### config.mk
export PLATFORM = sky130hd
export DESIGN_NAME = oak_const_streamer
export DESIGN_NICKNAME = d
export VERILOG_FILES = /design/src/rtl/oak_const_streamer.sv
export SDC_FILE = /design/constraint.sdc
export NUM_CORES = 1
export LEC_CHECK = 0
export ABC_CLOCK_PERIOD_IN_PS = 12300
export CAP_MARGIN = 20
export CORE_AREA = 2 2 180 182
export CTS_BUF_LIST = sky130_fd_sc_hd__clkbuf_8
export DETAILED_ROUTE_END_ITERATION = 12
export DIE_AREA = 0 0 182 184
export PLACE_DENSITY_LB_ADDON = 0.08
export SYNTH_ARGS = -nofsm -noshare
export SYNTH_HDL_FRONTEND = slang
export SYNTH_SLANG_ARGS = --single-unit
### constraint.sdc
create_clock -name clk -period 12.3 [get_ports clk]
set_input_delay 1.23 -clock clk [delete_from_list [all_inputs] [get_ports clk]]
set_output_delay 1.23 -clock clk [all_outputs]
set_load 0.005 [all_outputs]
### src/rtl/oak_const_streamer.sv
// oak_const_streamer: snapshots the five L1 constants on start and emits them as one
// framed 32-bit word stream (header, 9 data words, optional XOR checksum). Build option: OAK_STREAM_CSUM_EN.
//
// state | meaning
// IDLE  | no frame in flight, waiting for start
// HDR   | presenting header {MAGIC, seq_num, 8'd9}
// DATA  | presenting data word r_idx (0..8) from the snapshot
// CSUM  | presenting XOR checksum of the data words (OAK_STREAM_CSUM_EN only)

module oak_const_streamer #(
   parameter logic [15:0] MAGIC    = 16'h0AC0,
   parameter bit          HI_FIRST = 1'b1
) (
   input  logic        clk,
   input  logic        rst,
   input  logic [63:0] phi,
   input  logic [63:0] pi,
   input  logic [63:0] e,
   input  logic [63:0] trinity,
   input  logic [31:0] phoenix_id,
   input  logic        start,
   output logic [31:0] tdata,
   output logic        tvalid,
   input  logic        tready,
   output logic        tlast,
   output logic        busy,
   output logic        frame_done,
   output logic [7:0]  seq_num
);

   typedef enum logic [1:0] {
      S_IDLE = 2'd0,
      S_HDR  = 2'd1,
      S_DATA = 2'd2,
      S_CSUM = 2'd3
   } state_t;

   state_t      r_state;
   state_t      w_state_nxt;
   logic [3:0]  r_idx;
   logic [63:0] r_phi;
   logic [63:0] r_pi;
   logic [63:0] r_e;
   logic [63:0] r_trinity;
   logic [31:0] r_phoenix_id;
   logic [7:0]  r_seq;
   logic        r_frame_done;
`ifdef OAK_STREAM_CSUM_EN
   logic [31:0] r_csum;
`endif

   logic [63:0] w_const;
   logic        w_take_hi;
   logic [31:0] w_data_word;
   logic [31:0] w_tdata;
   logic        w_tlast;
   logic        w_tvalid;
   logic        w_hs;
   logic        w_capture;
   logic        w_frame_end;

   // Data order: idx[2:1] picks the constant, idx[0] picks which half goes first.
   always_comb begin
      w_const = r_phi;
      case (r_idx[2:1])
         2'd0:    w_const = r_phi;
         2'd1:    w_const = r_pi;
         2'd2:    w_const = r_e;
         default: w_const = r_trinity;
      endcase
   end

   assign w_take_hi   = r_idx[0] ^ HI_FIRST;
   assign w_data_word = (r_idx == 4'd8) ? r_phoenix_id
                      : (w_take_hi ? w_const[63:32] : w_const[31:0]);

   assign w_tvalid    = (r_state != S_IDLE);
   assign w_hs        = w_tvalid && tready;
   assign w_capture   = (r_state == S_IDLE) && start;
   assign w_frame_end = w_hs && w_tlast;

   always_ff @(posedge clk or posedge rst) begin
      if (rst) begin
         r_state <= S_IDLE;
      end else begin
         r_state <= w_state_nxt;
      end
   end

   always_comb begin
      w_state_nxt = r_state;
      w_tdata     = 32'd0;
      w_tlast     = 1'b0;
      case (r_state)
         S_IDLE: begin
            if (start) begin
               w_state_nxt = S_HDR;
            end
         end
         S_HDR: begin
            w_tdata = {MAGIC, r_seq, 8'd9};
            if (tready) begin
               w_state_nxt = S_DATA;
            end
         end
         S_DATA: begin
            w_tdata = w_data_word;
`ifdef OAK_STREAM_CSUM_EN
            if (tready && (r_idx == 4'd8)) begin
               w_state_nxt = S_CSUM;
            end
`else
            w_tlast = (r_idx == 4'd8);
            if (tready && (r_idx == 4'd8)) begin
               w_state_nxt = S_IDLE;
            end
`endif
         end
`ifdef OAK_STREAM_CSUM_EN
         S_CSUM: begin
            w_tdata = r_csum;
            w_tlast = 1'b1;
            if (tready) begin
               w_state_nxt = S_IDLE;
            end
         end
`endif
         default: begin
            w_state_nxt = S_IDLE;
         end
      endcase
   end

   always_ff @(posedge clk or posedge rst) begin
      if (rst) begin
         r_idx        <= 4'd0;
         r_phi        <= 64'd0;
         r_pi         <= 64'd0;
         r_e          <= 64'd0;
         r_trinity    <= 64'd0;
         r_phoenix_id <= 32'd0;
         r_seq        <= 8'd0;
         r_frame_done <= 1'b0;
`ifdef OAK_STREAM_CSUM_EN
         r_csum       <= 32'd0;
`endif
      end else begin
         r_frame_done <= w_frame_end;
         if (w_frame_end) begin
            r_seq <= r_seq + 8'd1;
         end
         if (w_capture) begin
            r_phi        <= phi;
            r_pi         <= pi;
            r_e          <= e;
            r_trinity    <= trinity;
            r_phoenix_id <= phoenix_id;
`ifdef OAK_STREAM_CSUM_EN
            r_csum       <= 32'd0;
`endif
         end
         if (w_hs && (r_state == S_HDR)) begin
            r_idx <= 4'd0;
         end
         if (w_hs && (r_state == S_DATA)) begin
            r_idx <= r_idx + 4'd1;
`ifdef OAK_STREAM_CSUM_EN
            r_csum <= r_csum ^ w_data_word;
`endif
         end
      end
   end

   assign tdata      = w_tdata;
   assign tvalid     = w_tvalid;
   assign tlast      = w_tlast;
   assign busy       = w_tvalid;
   assign frame_done = r_frame_done;
   assign seq_num    = r_seq;

endmodule

==> results of run 1 <==
## worst max-delay path: stages, from the launching register on
cell and delay [ns]:
dfrtp_2 0.39, inv_1 0.55, ha_1 0.30, and4b_1 0.69, and2_1 0.77, a32o_1 0.26, clkdlybuf4s50_1 0.52
## worst max path at each step
stage,from,slack (ns),to,cells past startpoint
6_report,r_idx[1],7.00,tdata[17],6
5_1_grt,r_idx[1],6.70,tdata[21],6
4_1_cts,r_idx[1],6.92,tdata[31],6
3_5_place_dp,start,7.46,r_phi[21],5
3_3_place_gp,start,7.45,r_phoenix_id[4],5
2_1_floorplan,rst,2.70,frame_done,1
## layout make-up
class,instances,area [µm²]
Timing Repair Buffer,346,3440
Fill cell,2551,12800
Antenna cell,3,7.51
Sequential cell,303,7590
Tap cell,402,503
Multi-Input combinational cell,656,6050
Inverter,8,37.5
Clock inverter,29,130
Clock buffer,63,867
## per-layer routing
metal	share of wire (%)	GRT usage (%)	routed length, µm
met5	0.20	0	77
met3	7.0	6.81	2720
met4	3.0	9.06	1180
met2	48	37.5	18600
met1	42	29.0	16300
## registers in the layout (all words and copies together) (netlist names)
register / flops
r_e: 64
r_phi: 64
r_pi: 64
r_trinity: 64
r_phoenix_id: 32
seq_num: 8
r_idx: 4
r_state: 2
frame_done: 1
## kinds of logic (layout without fill, tap and decap cells)
| logic type | Yosys count | after routing | share of synthesized area (%) |
|---|---|---|---|
| mux | 368 | 368 | 29.4 |
| flops | 303 | 303 | 53.8 |
| compound gates | 171 | 171 | 8.71 |
| simple gates | 104 | 104 | 3.82 |
| buf+inv | 92 | 446 | 3.34 |
| xor+xnor | 7 | 7 | 0.435 |
| fa+ha+maj | 6 | 6 | 0.533 |
| other cells | 0 | 3 | 0 |
## synthesized netlist by cell type, types with 17 or more instances
library cell / n / area, µm²
a211oi_1: 17 / 128
mux2i_1: 32 / 320
o21ai_0: 18 / 90.1
a21oi_1: 24 / 120
nand2b_1: 18 / 113
dfrtp_1: 303 / 7580
clkbuf_1: 21 / 78.8
buf_2: 45 / 225
o22ai_1: 48 / 300
a32o_1: 25 / 250
mux2_2: 326 / 3670
nand2_1: 41 / 154
## per-stage QoR
step | hold slack, ns | setup WS [ns] | total power [µW] | util (%) | instance area (µm²)
after global placement | 0.478 | 7.45 | 3470 | 56.1 | 17600
after detailed placement | 0.485 | 7.46 | 3510 | 56.1 | 17600
final | 0.498 | 7.00 | 4360 | 59.3 | 18600
after CTS | 0.498 | 6.92 | 4410 | 59.3 | 18600
after global routing | 0.505 | 6.70 | 4630 | 59.3 | 18600
after floorplan | 0.470 | 2.70 | 2970 | - | 14100
## where the power goes
| group | switching (µW) | total, µW | internal, µW |
|---|---|---|---|
| Sequential | 258 | 1750 | 1490 |
| Clock | 409 | 871 | 462 |
| Combinational | 763 | 1730 | 971 |
==> flow_metrics.tcl, run 1 <==
set metrics [dict create \
    core_mm2 0.0314 \
    hpwl_mm 26.6 \
    cp.required_ns 11.07 \
    layout_commonest_cell "clkdlybuf4s50_1" \
    worst_pin_slew_ns 1.11 \
    crit_type "reg -> out" \
    syn-cell-area_mm2 0.0141 \
    fin_tns_setup_ns 0 \
    viasPerCell 5.42 \
    slew_headroom_pct 26.3 \
    drive_above_1_share_pct 30.7 \
    ctsResizeCount 0 \
    power.density_mw_per_mm2 234 \
    cts_hold_buffers 0 \
    gp_congestion 0.862 \
    finalHoldViolCount 0 \
    min_path_type "reg -> reg" \
    dr.pass1.iters 4 \
    drv_cap 0 \
    drt_iter0_drc 531 \
    globalRouteTotalUtil_pct 23.0 \
    synth_cells 1051 \
    worst_skew_pair.late_latency_ns 0.59 \
    synth_seq_area_share_pct 53.8 \
    grt_pass1_vias 10300 \
    yosys_warnings 0 \
    period_needed_ns 5.30 \
    r2r_start "r_state[0]" \
    clk_path_buf_depth 3 \
    cts_tree "yes" \
    rows 65 \
    start_util_pct 44.9 \
    setup_violations 0 \
    crit_arrival_ns 4.07 \
    antenna_found_initial 10 \
    peakVddDrop_mv 0.104 \
    gr-total-overflow 0 \
    dieArea_mm2 0.0335 \
    period_share_pct 43.1 \
    clk_pin_slew_ns 0.06 \
    endpoint_kind "output pin" \
    htreeDepth 2 \
    synthToLayoutAreaGrowth_pct 32.1 \
    status "finished clean" \
    final_antenna_net_count 0 \
    finalMaxSlewViolations 0 \
    syn_nets 1349 \
    vias 9806 \
    die_w_um 182 \
    grt_max_degree 99 \
    instances_no_fill 1810 \
    hold_depth 1 \
    p_leak_uw 0.00760 \
    routed_wl_mm 38.8 \
    numPortBuffers 335 \
    netlist-cell-type-count 46 \
    r2r_cells 6 \
    r2r_setup_slack_ns 8.39 \
    min_to "r_phi[38]" \
    skew_ns 0.0279 \
    cp-start-kind "flip-flop" \
    cts_made_buffers 53 \
    final_cell_mix "clkdlybuf4s50_1 (335), mux2_2 (326), dfrtp_1 (300), clkbuf_8 (63), o22ai_1 (48)" \
    max_clock_freq_mhz 189 \
    drc 0 \
    syn_area_per_cell_um2 13.4 \
    root_buffer "clkbuf_8" \
    synth-seq-cells 303 \
    worst_hold_startpoint "r_phi[38]" \
    reg2reg_to "r_pi[22]" \
    die-height_um 184 \
    rsz0062_at_grt "false" \
    avgRoutedWirePerCell_um 21.5 \
    grt_first_pass_wirelength_mm 59.0 \
    synthArstFlopShare_pct 100 \
    synth_edf_count 0 \
    cts_sinks 303 \
    post-place-cells 1715 \
    post_cts_buffers 0 \
    critical_path.max_fanout 20 \
    synth_flop_cell "dfrtp_1" \
    io_pins 336 \
    final_nets 1666 \
]
Note: power is estimated with default switching activity, not from simulation.
==> inputs of run 2 (changes only) <==
--- a/config.mk
+++ b/config.mk
@@ -5,7 +5,7 @@
 export SDC_FILE = /design/constraint.sdc
 export NUM_CORES = 1
 export LEC_CHECK = 0
-export ABC_CLOCK_PERIOD_IN_PS = 12300
+export ABC_CLOCK_PERIOD_IN_PS = 4510
 export CAP_MARGIN = 20
 export CORE_AREA = 2 2 180 182
 export CTS_BUF_LIST = sky130_fd_sc_hd__clkbuf_8
==> constraint.sdc (replaced) <==
create_clock -name clk -period 4.51 [get_ports clk]
set_input_delay 0.451 -clock clk [delete_from_list [all_inputs] [get_ports clk]]
set_output_delay 0.451 -clock clk [all_outputs]
set_load 0.005 [all_outputs]
==> run 2 against run 1 <==
Effect of this change:
- utilization rose by 0.51 points
- setup slack lost 6.4 ns
- clock skew is 0.0041 ns higher
- wire length increased by 2.4%
- clock-buffer cell count up 4
- final area grew 0.85%
- critical endpoint is now tdata[4]
- largest cell class unchanged
==> flow_metrics.tcl, run 2 (synthesis gave the netlist of run 1 again) <==
set metrics [dict create \
    status "finished clean" \
    finalHoldViolCount 0 \
    critical_path.max_fanout 55 \
    worstPathCellList "buf_4, a21oi_1, o22ai_1, a32o_1, clkdlybuf4s50_1" \
    dr.pass1.iters 4 \
    worst_pin_slew_ns 0.860 \
    cp_slowest_stage_delay_ns 0.84 \
    p_switching_uw 3950 \
    final_antenna_net_count 0 \
    htreeDepth 2 \
    viasPerCell 5.46 \
    antenna_found_initial 8 \
    routed_wl_mm 39.8 \
    p_leak_uw 0.00766 \
    worst_slack_ns 0.548 \
    post-route-util_pct 59.8 \
    r2r_cells 7 \
    min_path_type "in -> async" \
    core_mm2 0.0314 \
    drive_above_1_share_pct 31.1 \
    synthToLayoutAreaGrowth_pct 33.2 \
    p_int_uw 8090 \
    gp_congestion 0.856 \
    vias 9907 \
    r2r_start "r_idx[1]" \
    power.total_uw 12000 \
    clk_pin_slew_ns 0.06 \
    rows 65 \
    cts_sinks 303 \
    cp-start-kind "flip-flop" \
    final_cell_mix "clkdlybuf4s50_1 (335), mux2_2 (326), dfrtp_1 (300), clkbuf_8 (67), o22ai_1 (48)" \
    max_clock_freq_mhz 252 \
    drv_cap 0 \
    die_w_um 182 \
    r2r_setup_slack_ns 2.10 \
    finalMaxSlewViolations 0 \
    start_util_pct 44.9 \
    cp.required_ns 4.06 \
    numPortBuffers 335 \
    post_cts_buffers 0 \
    cts_hold_buffers 0 \
    peakVddDrop_mv 0.296 \
    clk_path_buf_depth 3 \
    period_needed_ns 3.96 \
    final_nets 1672 \
    switching_share_pct 32.8 \
    die-height_um 184 \
    crit_type "reg -> out" \
    period_share_pct 87.9 \
    crit_arrival_ns 3.51 \
    rsz0062_at_grt "false" \
    clockPowerShare_pct 19.9 \
    grt_first_pass_wirelength_mm 60.5 \
    power.density_mw_per_mm2 641 \
    hpwl_mm 28.0 \
    globalRouteTotalUtil_pct 23.7 \
    dieArea_mm2 0.0335 \
    worst_skew_pair.late_latency_ns 0.58 \
    layout_commonest_cell "clkdlybuf4s50_1" \
    avgRoutedWirePerCell_um 21.9 \
    root_buffer "clkbuf_8" \
    grt_pass1_vias 10500 \
    grt_max_degree 112 \
    io_pins 336 \
    reg2reg_to "seq_num[1]" \
    cp_top_family "buffers and inverters" \
    seqPwrFrac_pct 40.3 \
    worstPathBufferInverterCount 2 \
    cts_tree "yes" \
    setup_violations 0 \
    pwr-share-comb_pct 39.7 \
    drc 0 \
    cts_made_buffers 51 \
    drt_iter0_drc 530 \
    ctsResizeCount 0 \
    cp_slowest_cell "dfrtp_4" \
    gr-total-overflow 0 \
    post-place-ws_ns 1.13 \
    fin_tns_setup_ns 0 \
    slew_headroom_pct 42.6 \
    endpoint_kind "output pin" \
    skew_ns 0.0320 \
]
## run 2: cell count changes in the layout (fill, tap and decap cells not counted)
cell and delta:
buf_12 +7, buf_6 +1, clkbuf_8 +4, clkinv_2 -3, diode_2 +2, inv_1 -4, inv_8 -2
## run 2: routing by layer
layer / wire length, µm / global-route usage [%] / up-vias
met2: 19300 / 39.4 / 333
li1: - / - / 4536
met4: 860 / 7.35 / 8
met3: 2980 / 6.72 / 65
met5: 50 / 0 / -
met1: 16500 / 30.3 / 4965
## run 2: worst reg2reg max path: stages (launching register included)
cell     delay (ns)
dfrtp_2        0.56
inv_1          0.10
buf_4          0.28
ha_1           0.23
and4b_1        0.22
buf_4          0.25
and2_1         0.28
mux2_2         0.36
## run 2: stage by stage
step	hold WS (ns)	std cells	instance area [µm²]
6_report	0.350	1815	18800
5_1_grt	0.385	1812	18800
4_1_cts	0.343	1809	18800
3_5_place_dp	0.485	1722	17800
3_3_place_gp	0.480	1722	17800
2_1_floorplan	0.470	1051	14100
## run 2: area by class of cell
| cell class | instances | area [µm²] |
|---|---|---|
| clock buffers | 67 | 922 |
| multi-input cells | 656 | 6050 |
| well taps | 402 | 503 |
| diodes | 5 | 12.5 |
| repair buffers | 354 | 3590 |
| clock inverters | 20 | 81.3 |
| flip-flops and latches | 303 | 7590 |
| inverters | 8 | 33.8 |
| fillers | 2588 | 12600 |
## run 2: how the worst max path moves through the flow
| stage | slack, ns | startpoint | to | cells past startpoint |
|---|---|---|---|---|
| after floorplan | 0.03 | rst | frame_done | 1 |
| after global placement | 1.13 | r_idx[0] | tdata[4] | 5 |
| after detailed placement | 1.13 | r_idx[0] | tdata[4] | 5 |
| after CTS | 0.50 | r_idx[0] | tdata[4] | 5 |
| after global routing | 0.32 | r_idx[0] | tdata[4] | 5 |
| final | 0.55 | r_idx[0] | tdata[4] | 5 |
## run 2: power groups by stage
stage / clock, µW / sequential (µW) / combinational, µW
after detailed placement: 0 / 4880 / 4820
after CTS: 2470 / 4840 / 4840
final: 2400 / 4850 / 4790
after global placement: 0 / 4840 / 4750
after floorplan: 0 / 4550 / 3550
after global routing: 2590 / 5010 / 5170
